`src/rtl/sync_pulse_arbiter.sv`:
```
// rtl/sync_pulse_arbiter.sv - round-robin launcher sharing one pulse synchronizer
//
// Purpose: captures single-cycle request pulses from N_REQ requesters into
// sticky pending bits and grants them round-robin. Each grant launches one
// pulse into a shared fast-to-slow pulse synchronizer. The next pulse is not
// launched until the synchronizer acknowledges and a guard gap has passed.
//
// Ports (all in the clka domain):
//   clka           sole clock, rising edge
//   rst            synchronous reset, active-high
//   req_pulse_i    one-cycle request pulse per requester
//   sync_done_i    one-cycle acknowledge returned by the synchronizer
//   sync_pulse_o   registered launch pulse, one cycle per grant
//   sync_id_o      granted requester index, held until the next launch
//   pend_o         pending request bits
//   drop_o         sticky: request arrived while already pending
//   busy_o         high while in ISSUE, WAIT or GAP
//   timeout_err_o  sticky abort flag (constant 0 unless enabled)
//
// Optional feature macro: SYNC_ARB_TIMEOUT_EN enables the WAIT timeout, which
// aborts a launch after TIMEOUT WAIT cycles without an acknowledge.

module sync_pulse_arbiter #(
  parameter int N_REQ   = 4,
  parameter int ID_W    = 2,
  parameter int GAP_CYC = 2,
  parameter int TIMEOUT = 64
) (
  input  logic             clka,
  input  logic             rst,
  input  logic [N_REQ-1:0] req_pulse_i,
  input  logic             sync_done_i,
  output logic             sync_pulse_o,
  output logic [ID_W-1:0]  sync_id_o,
  output logic [N_REQ-1:0] pend_o,
  output logic [N_REQ-1:0] drop_o,
  output logic             busy_o,
  output logic             timeout_err_o
);

  if (N_REQ < 2 || N_REQ > 16 || (2 ** ID_W) < N_REQ ||
      GAP_CYC < 1 || GAP_CYC > 15 || TIMEOUT < 8 || TIMEOUT > 1023) begin : g_bad_params
    $error("sync_pulse_arbiter: illegal parameter combination");
  end

  typedef enum logic [1:0] {S_IDLE, S_ISSUE, S_WAIT, S_GAP} state_t;

  // The gap counter counts down to 0, so GAP lasts exactly GAP_CYC cycles.
  localparam logic [3:0]      GAP_LOAD = 4'(GAP_CYC - 1);
  localparam logic [ID_W-1:0] LAST_ID  = ID_W'(N_REQ - 1);

  state_t           state_q, state_d;
  logic [N_REQ-1:0] pend_q, drop_q, clr_mask;
  logic [ID_W-1:0]  ptr_q, id_q, win_id, hi_id, lo_id;
  logic             hi_found, grant, wait_expired, pulse_q;
  logic [3:0]       gap_q;

  // Round-robin search: the lowest pending index at or above the pointer wins;
  // if none, wrap around to the lowest pending index overall.
  always_comb begin
    hi_found = 1'b0;
    hi_id    = '0;
    lo_id    = '0;
    for (int i = N_REQ - 1; i >= 0; i--) begin
      if (pend_q[i]) begin
        lo_id = ID_W'(i);
        if (i >= int'(ptr_q)) begin
          hi_found = 1'b1;
          hi_id    = ID_W'(i);
        end
      end
    end
    win_id = hi_found ? hi_id : lo_id;
  end

  assign grant    = (state_q == S_IDLE) && (|pend_q);
  assign clr_mask = grant ? (N_REQ'(1) << win_id) : '0;

  // State register
  always_ff @(posedge clka) begin
    if (rst) begin
      state_q <= S_IDLE;
    end else begin
      state_q <= state_d;
    end
  end

  // Next-state logic
  always_comb begin
    state_d = state_q;
    case (state_q)
      S_IDLE:  if (|pend_q) state_d = S_ISSUE;
      S_ISSUE: state_d = S_WAIT;
      S_WAIT:  if (sync_done_i || wait_expired) state_d = S_GAP;
      S_GAP:   if (gap_q == 4'd0) state_d = S_IDLE;
      default: state_d = S_IDLE;
    endcase
  end

  // Output logic
  always_comb begin
    busy_o = (state_q != S_IDLE);
  end

  always_ff @(posedge clka) begin
    if (rst) begin
      pend_q  <= '0;
      drop_q  <= '0;
      ptr_q   <= '0;
      id_q    <= '0;
      pulse_q <= 1'b0;
      gap_q   <= '0;
    end else begin
      // A grant-edge pulse re-arms the bit instead of counting as a drop.
      pend_q  <= (pend_q & ~clr_mask) | req_pulse_i;
      drop_q  <= drop_q | (req_pulse_i & pend_q & ~clr_mask);
      pulse_q <= (state_d == S_ISSUE);
      if (grant) begin
        id_q  <= win_id;
        ptr_q <= (win_id == LAST_ID) ? '0 : win_id + ID_W'(1);
      end
      if (state_q == S_WAIT && state_d == S_GAP) begin
        gap_q <= GAP_LOAD;
      end else if (state_q == S_GAP && gap_q != 4'd0) begin
        gap_q <= gap_q - 4'd1;
      end
    end
  end

`ifdef SYNC_ARB_TIMEOUT_EN
  logic [9:0] wait_q;
  logic       timeout_q;

  // wait_q counts WAIT cycles already completed; expiry fires on the edge
  // that ends the TIMEOUT-th WAIT cycle. An acknowledge on that edge wins.
  assign wait_expired = (wait_q == 10'(TIMEOUT - 1));

  always_ff @(posedge clka) begin
    if (rst) begin
      wait_q    <= '0;
      timeout_q <= 1'b0;
    end else begin
      wait_q <= (state_q == S_WAIT) ? wait_q + 10'd1 : '0;
      if (state_q == S_WAIT && !sync_done_i && wait_expired) begin
        timeout_q <= 1'b1;
      end
    end
  end

  assign timeout_err_o = timeout_q;
`else
  assign wait_expired  = 1'b0;
  assign timeout_err_o = 1'b0;
`endif

  assign sync_pulse_o = pulse_q;
  assign sync_id_o    = id_q;
  assign pend_o       = pend_q;
  assign drop_o       = drop_q;

endmodule

```
`config.mk`:
```
export PLATFORM = sky130hd
export DESIGN_NAME = sync_pulse_arbiter
export DESIGN_NICKNAME = d
export VERILOG_FILES = /design/src/rtl/sync_pulse_arbiter.sv
export SDC_FILE = /design/constraint.sdc
export NUM_CORES = 1
export LEC_CHECK = 0
export ABC_AREA = 1
export BUFFER_PORTS_ARGS = -buffer_cell sky130_fd_sc_hd__buf_4
export CAP_MARGIN = 20
export CORE_UTILIZATION = 55
export CTS_CLUSTER_DIAMETER = 30
export CTS_CLUSTER_SIZE = 28
export DETAILED_ROUTE_END_ITERATION = 12
export PLACE_DENSITY = 0.85
export SYNTH_ARGS = -nofsm -noshare
export SYNTH_HDL_FRONTEND = slang
export SYNTH_SLANG_ARGS = --single-unit
```
`constraint.sdc`:
```
create_clock -name clka -period 2.8 [get_ports clka]
set_clock_uncertainty 0.15 [all_clocks]
set_input_delay 0.14 -clock clka [delete_from_list [all_inputs] [get_ports clka]]
set_output_delay 0.14 -clock clka [all_outputs]
set_load 0.01 [all_outputs]
```
==> impl_metrics.json, run 1 <==
{
  "run_status": "finished clean",
  "synthToLayoutAreaGrowth_pct": 28.2,
  "tritoncts.num_buffers": 3,
  "worstSetupStartpointType": "flop",
  "static-leakage-power_nw": 0.583,
  "syn-cell-area_um2": 888,
  "clock_tree.buffer_depth": 2,
  "tritoncts_num_sinks": 19,
  "crit_path_end_kind": "flop",
  "stdcell_area_um2": 1140,
  "post_layout_power_mw": 0.690,
  "busiest_layer": "met2",
  "preCtsSetupSlack_ns": 0.974,
  "routed-via-count": 865,
  "synthDistinctLibCells": 22,
  "grt_util_met1_pct": 28.1,
  "setup_viol": 0,
  "drive_above_1_share_pct": 16.0,
  "layout.cells.most_common_list": "22 x sky130_fd_sc_hd__nand2_1, 20 x sky130_fd_sc_hd__inv_1, 19 x sky130_fd_sc_hd__dfxtp_1",
  "mostFrequentLayoutCell": "sky130_fd_sc_hd__nand2_1",
  "finish.net_count": 163,
  "irDropWorstVdd_mv": 0.412,
  "ant_nets": 0,
  "design.core.area_um2": 1510,
  "grt_overflow": 0,
  "die_footprint_um2": 1780,
  "power.density_nw_per_um2": 606,
  "grt_antenna_before_repair": 0,
  "clock_tree.root_cell": "sky130_fd_sc_hd__clkbuf_4",
  "critPathKind": "reg2reg",
  "numPlacedInstances": 153,
  "top_level_ports": 20,
  "synthCells": 122,
  "cp.arrival_ns": 2.47,
  "stdcell_count": 166,
  "wirelength_um": 1990,
  "grt.met2_usage_pct": 41.8,
  "rows": 14,
  "wl_per_cell_um": 12.0,
  "h_tree_depth": 1,
  "detailed_place.area_um2": 1020,
  "holdCritPathClass": "in2reg",
  "mappedNetlistNets": 134,
  "max_cap_violations": 0,
  "setup_repair_after_global_routing_missed_its_margin": "false",
  "cts_setup_buffers": 0,
  "met3_usage_pct": 2.59,
  "dp_hpwl_um": 1290,
  "synth_seq_cells": 19,
  "post_synth.cell_area_avg_um2": 7.28,
  "drt_pass1_iterations": 4,
  "gpl.final_weighted_congestion": 0.875,
  "fillers": 125,
  "grtUsageTotal_pct": 24.0,
  "effective_utilization_at_floorplan_pct": 59.0,
  "hold_viol_final": 0,
  "port_buffers": 18,
  "diodes": 0,
  "synth_seq_area_share_pct": 42.8,
  "final-seq-area_um2": 380,
  "grt_max_degree": 15,
  "remaining_drc_errors": 0,
  "vias_in_the_first_global_route": 810,
  "chipHeight_um": 42.2,
  "grt_pass1_wl_um": 3260,
  "yosys_warnings": 0,
  "dr.first_iter.drc_count": 22,
  "via_per_inst": 5.21,
  "final.setup.tns_ns": 0,
  "die_w_um": 42.2,
  "clkTransAtPathRegs_ns": 0.12,
  "postLayoutSetupSlackWorst_ns": 0.441,
  "post-route-period-util_pct": 84.3,
  "clkLatencyLatePin_ns": 0.31,
  "critical_path.max_fanout": 4,
  "finalMaxSlewViolations": 0,
  "finalWorstPathRequiredPeriod_ns": 2.36,
  "maxClockFrequency_ghz": 0.424,
  "worst_ep_required_time_ns": 2.92,
  "multi_input_comb_area_um2": 410,
  "tritoncts": "yes"
}
## where the power goes
group / switching, mW / leakage (nW) / internal, mW
registers: 0.0266 / 0.157 / 0.303
clock network: 0.0917 / 0.0177 / 0.0534
logic: 0.123 / 0.409 / 0.0930
## cell usage after synthesis
library cell | count | area, um2
sky130_fd_sc_hd__nand3_2 | 1 | 10.0
sky130_fd_sc_hd__ha_1 | 5 | 62.6
sky130_fd_sc_hd__nor2_1 | 18 | 67.6
sky130_fd_sc_hd__a21oi_2 | 1 | 8.76
sky130_fd_sc_hd__clkbuf_1 | 1 | 3.75
sky130_fd_sc_hd__o21bai_1 | 1 | 7.51
sky130_fd_sc_hd__nand3_1 | 5 | 25.0
sky130_fd_sc_hd__nand2_1 | 22 | 82.6
sky130_fd_sc_hd__nand3b_1 | 1 | 7.51
sky130_fd_sc_hd__dfxtp_1 | 19 | 380
sky130_fd_sc_hd__a31oi_1 | 1 | 6.26
sky130_fd_sc_hd__xor2_1 | 1 | 8.76
sky130_fd_sc_hd__o21ai_1 | 1 | 5.00
sky130_fd_sc_hd__inv_1 | 20 | 75.1
sky130_fd_sc_hd__a21oi_1 | 14 | 70.1
sky130_fd_sc_hd__conb_1 | 1 | 3.75
sky130_fd_sc_hd__buf_6 | 1 | 11.3
sky130_fd_sc_hd__nor3_1 | 2 | 10.0
sky130_fd_sc_hd__o21ai_0 | 4 | 20.0
sky130_fd_sc_hd__o21a_1 | 1 | 7.51
sky130_fd_sc_hd__a211oi_1 | 1 | 7.51
sky130_fd_sc_hd__buf_4 | 1 | 7.51
## cell families (layout without fill, tap and decap cells)
kind of cell | Yosys count | after routing | share of synthesized area [%]
AOI/OAI and AO/OA | 24 | 24 | 14.9
xor gates and xnor gates | 1 | 1 | 0.986
adders and majority gates | 5 | 5 | 7.04
buffers and inverters | 23 | 51 | 11.0
DFF | 19 | 19 | 42.8
other | 1 | 1 | 0.422
and+or+nand+nor | 49 | 49 | 22.8
## flip-flops by register name, summed over array words and instances (netlist names)
register	flops
drop_o	4
pend_o	4
sync_pulse_o	1
sync_id_o	2
ptr_q	2
gap_q	4
state_q	2
## critical path, stage by stage, from the launching register on
cell and delay [ns]:
sky130_fd_sc_hd__dfxtp_1 0.40, sky130_fd_sc_hd__nand2_1 0.09, sky130_fd_sc_hd__a21oi_1 0.19, sky130_fd_sc_hd__inv_1 0.06, sky130_fd_sc_hd__o21ai_1 0.27, sky130_fd_sc_hd__inv_1 0.13, sky130_fd_sc_hd__ha_1 0.22, sky130_fd_sc_hd__nand2_1 0.08
sky130_fd_sc_hd__a21oi_1 0.06, sky130_fd_sc_hd__nor2_1 0.10, sky130_fd_sc_hd__dlygate4sd3_1 0.55
## worst paths after layout
| check | startpoint | endpoint | slack, ns | depth (start not counted) |
|---|---|---|---|---|
| max | ptr_q[1]$_SDFFE_PP0P_ | pend_o[3]$_SDFF_PP0_ | 0.44 | 10 |
| max reg2reg | ptr_q[1]$_SDFFE_PP0P_ | pend_o[3]$_SDFF_PP0_ | 0.44 | 10 |
| min | sync_done_i | gap_q[0]$_SDFFE_PP0P_ | 0.05 | 3 |
| min reg2reg | drop_o[1]$_SDFF_PP0_ | drop_o[1]$_SDFF_PP0_ | 0.31 | 2 |
## through the flow
stage	utilization, %	hold WS [ns]
6_report	75.6	0.0496
5_1_grt	75.6	0.0866
4_1_cts	75.6	0.0444
3_5_place_dp	67.8	0.212
3_3_place_gp	67.8	0.202
2_1_floorplan	-	0.0591
## layout make-up
type,count,area share (%)
repair buffers,27,19.8
clock buffers,3,1.98
multi-input cells,80,36.0
clock inverters,1,0.440
well taps,16,1.76
inverters,20,6.59
flip-flops and latches,19,33.4
## per-layer routing
metal / part of all wire (%) / vias up
li1: - / 437
met1: 45 / 389
met2: 48 / 32
met3: 3.9 / 7
met4: 2.7 / 0
met5: 0 / -
## what timing repair did
action	CTS	global route
endpoints found under the hold margin	12	0
hold buffers	9	0
gates resized for setup	0	0
Note: power is estimated with default switching activity, not from simulation.
==> inputs of run 2 (changes only) <==
--- a/config.mk
+++ b/config.mk
@@ -8,11 +8,12 @@
 export ABC_AREA = 1
 export BUFFER_PORTS_ARGS = -buffer_cell sky130_fd_sc_hd__buf_4
 export CAP_MARGIN = 20
-export CORE_UTILIZATION = 55
+export CORE_ASPECT_RATIO = 1.4
+export CORE_UTILIZATION = 46
 export CTS_CLUSTER_DIAMETER = 30
 export CTS_CLUSTER_SIZE = 28
 export DETAILED_ROUTE_END_ITERATION = 12
-export PLACE_DENSITY = 0.85
+export PLACE_DENSITY = 0.76
 export SYNTH_ARGS = -nofsm -noshare
 export SYNTH_HDL_FRONTEND = slang
 export SYNTH_SLANG_ARGS = --single-unit
==> constraint.sdc (replaced) <==
create_clock -name clka -period 2.15 [get_ports clka]
set_clock_uncertainty 0.15 [all_clocks]
set_input_delay 0.1075 -clock clka [delete_from_list [all_inputs] [get_ports clka]]
set_output_delay 0.1075 -clock clka [all_outputs]
set_load 0.01 [all_outputs]
==> run 2 against run 1 <==
Effect of this change:
- non-clock buffer count is 4 lower
- critical path depth is 2 lower
- hold slack worse by 0.021 ns
- first-iteration DRC count is 36% lower
- global-route usage is 5.0 points lower
- clock-buffer cell count is 1 higher
- sequential cell count stayed put
- die area is 19% higher
- sequential share of layout area is 1.1 points higher
- fmax is 30% higher
==> impl_metrics.json, run 2 (synthesis results as in run 1) <==
{
  "setup_viol": 0,
  "layout.cells.most_common_list": "22 x sky130_fd_sc_hd__nand2_1, 20 x sky130_fd_sc_hd__inv_1, 19 x sky130_fd_sc_hd__dfxtp_1",
  "top_level_ports": 20,
  "drt_pass1_iterations": 4,
  "vias_in_the_first_global_route": 719,
  "fillers": 161,
  "chipHeight_um": 54.0,
  "cell_depth_of_the_worst_min_delay_path": 3,
  "clkLatencyLatePin_ns": 0.30,
  "static-leakage-power_nw": 0.560,
  "stdcell_count": 166,
  "hold_path_startpoint": "sync_done_i",
  "remaining_drc_errors": 0,
  "reg2reg_to": "ptr_q[1]$_SDFFE_PP0P_",
  "tritoncts.num_buffers": 3,
  "cts-resized-gates": 0,
  "numPlacedInstances": 157,
  "power.density_nw_per_um2": 796,
  "grt_overflow": 0,
  "run_status": "finished clean",
  "dr.first_iter.drc_count": 14,
  "dp_hpwl_um": 1330,
  "maxClockFrequency_ghz": 0.549,
  "grtUsageTotal_pct": 19.0,
  "grt_max_degree": 15,
  "final_util_pct": 62.0,
  "worst-r2r-setup-slack_ns": 0.33,
  "ff2ff_path_depth": 8,
  "final.setup.tns_ns": 0,
  "irDropWorstVdd_mv": 0.520,
  "final-seq-area_um2": 380,
  "wl_per_cell_um": 10.9,
  "die_w_um": 39.1,
  "mostFrequentLayoutCell": "sky130_fd_sc_hd__nand2_1",
  "design.core.area_um2": 1780,
  "post-route-period-util_pct": 84.7,
  "gpl.final_weighted_congestion": 0.918,
  "worst_ep_required_time_ns": 2.21,
  "post_layout_power_mw": 0.877,
  "routed-via-count": 823,
  "setup.worst_path.start": "ptr_q[1]$_SDFFE_PP0P_",
  "max_cap_violations": 0,
  "worstSetupStartpointType": "flop",
  "port_buffers": 18,
  "rows": 18,
  "effective_utilization_at_floorplan_pct": 49.9,
  "finalMaxSlewViolations": 0,
  "end_of_the_worst_hold_path": "gap_q[0]$_SDFFE_PP0P_",
  "grt_antenna_before_repair": 0,
  "hold-worst-slack_ns": 0.0290,
  "setup_repair_after_global_routing_missed_its_margin": "false",
  "synthToLayoutAreaGrowth_pct": 24.1,
  "wirelength_um": 1800,
  "grt_pass1_wl_um": 2780,
  "cp.arrival_ns": 1.88,
  "tritoncts_num_sinks": 19,
  "crit_path_end_kind": "flop",
  "multi_input_comb_area_um2": 410,
  "via_per_inst": 4.96,
  "clock_tree.buffer_depth": 2,
  "critical_path.max_fanout": 4,
  "h_tree_depth": 1,
  "critPathKind": "reg2reg",
  "die_footprint_um2": 2110,
  "clkTransAtPathRegs_ns": 0.11,
  "clock_tree.root_cell": "sky130_fd_sc_hd__clkbuf_4",
  "drive_above_1_share_pct": 15.8,
  "hold_viol_final": 0,
  "tritoncts": "yes",
  "ant_nets": 0,
  "diodes": 0,
  "holdCritPathClass": "in2reg",
  "finish.net_count": 159,
  "r2r_start": "ptr_q[1]$_SDFFE_PP0P_",
  "finalWorstPathRequiredPeriod_ns": 1.82
}
run 2: cell count changes in the layout (fill, tap and decap cells not counted):
cell | previous run | this run
sky130_fd_sc_hd__dlygate4sd3_1 | 9 | 5
sky130_fd_sc_hd__clkbuf_1 | 0 | 1
sky130_fd_sc_hd__clkinv_2 | 1 | 0
run 2: stage by stage:
stage,worst slack (ns),instance area [um2]
after floorplan,0.576,888
after global placement,0.417,1030
after global routing,0.180,1100
after detailed placement,0.372,1030
after CTS,0.347,1100
final,0.329,1100
run 2: repair_timing:
item / 4_1_cts / 5_1_grt
buffers inserted: 0 / 0
hold buffers: 5 / 0
hold endpoints to repair: 12 / 0
run 2: cell type report:
| type | instances | area share, % |
|---|---|---|
| multi-input combinational | 80 | 37.2 |
| clock buffer | 4 | 2.38 |
| sequential | 19 | 34.5 |
| timing repair buffer | 23 | 16.8 |
| tap | 20 | 2.27 |
| inverter | 20 | 6.81 |
run 2: critical path: stages, from the launching register on:
cell	delay, ns
sky130_fd_sc_hd__dfxtp_1	0.41
sky130_fd_sc_hd__nand2_1	0.09
sky130_fd_sc_hd__a21oi_1	0.18
sky130_fd_sc_hd__inv_1	0.06
sky130_fd_sc_hd__o21ai_1	0.29
sky130_fd_sc_hd__inv_1	0.11
sky130_fd_sc_hd__ha_1	0.29
sky130_fd_sc_hd__nor2_1	0.10
sky130_fd_sc_hd__nor2_1	0.05
run 2: how the worst max path moves through the flow:
stage / to / depth (start not counted)
global placement: ptr_q[1]$_SDFFE_PP0P_ / 8
detailed placement: ptr_q[1]$_SDFFE_PP0P_ / 8
CTS: ptr_q[1]$_SDFFE_PP0P_ / 8
finish: ptr_q[1]$_SDFFE_PP0P_ / 8
global route: drop_o[2]$_SDFF_PP0_ / 9
floorplan: ptr_q[1]$_SDFFE_PP0P_ / 10
run 2: routing by layer:
metal / vias up / track usage, % / share of wire (%) / routed length (um)
li1: 427 / - / - / -
met1: 374 / 19.8 / 41 / 735
met2: 17 / 35.0 / 54 / 978
met3: 5 / 2.48 / 2.7 / 49
met4: 0 / 10.3 / 2.2 / 39
met5: - / 0 / 0 / 0
run 2: where the power goes:
group          internal [mW]  leakage, nW  switching [mW]
combinational          0.112        0.388           0.147
sequential             0.394        0.157          0.0350
clock                 0.0725       0.0150           0.116
total                  0.579        0.560           0.298
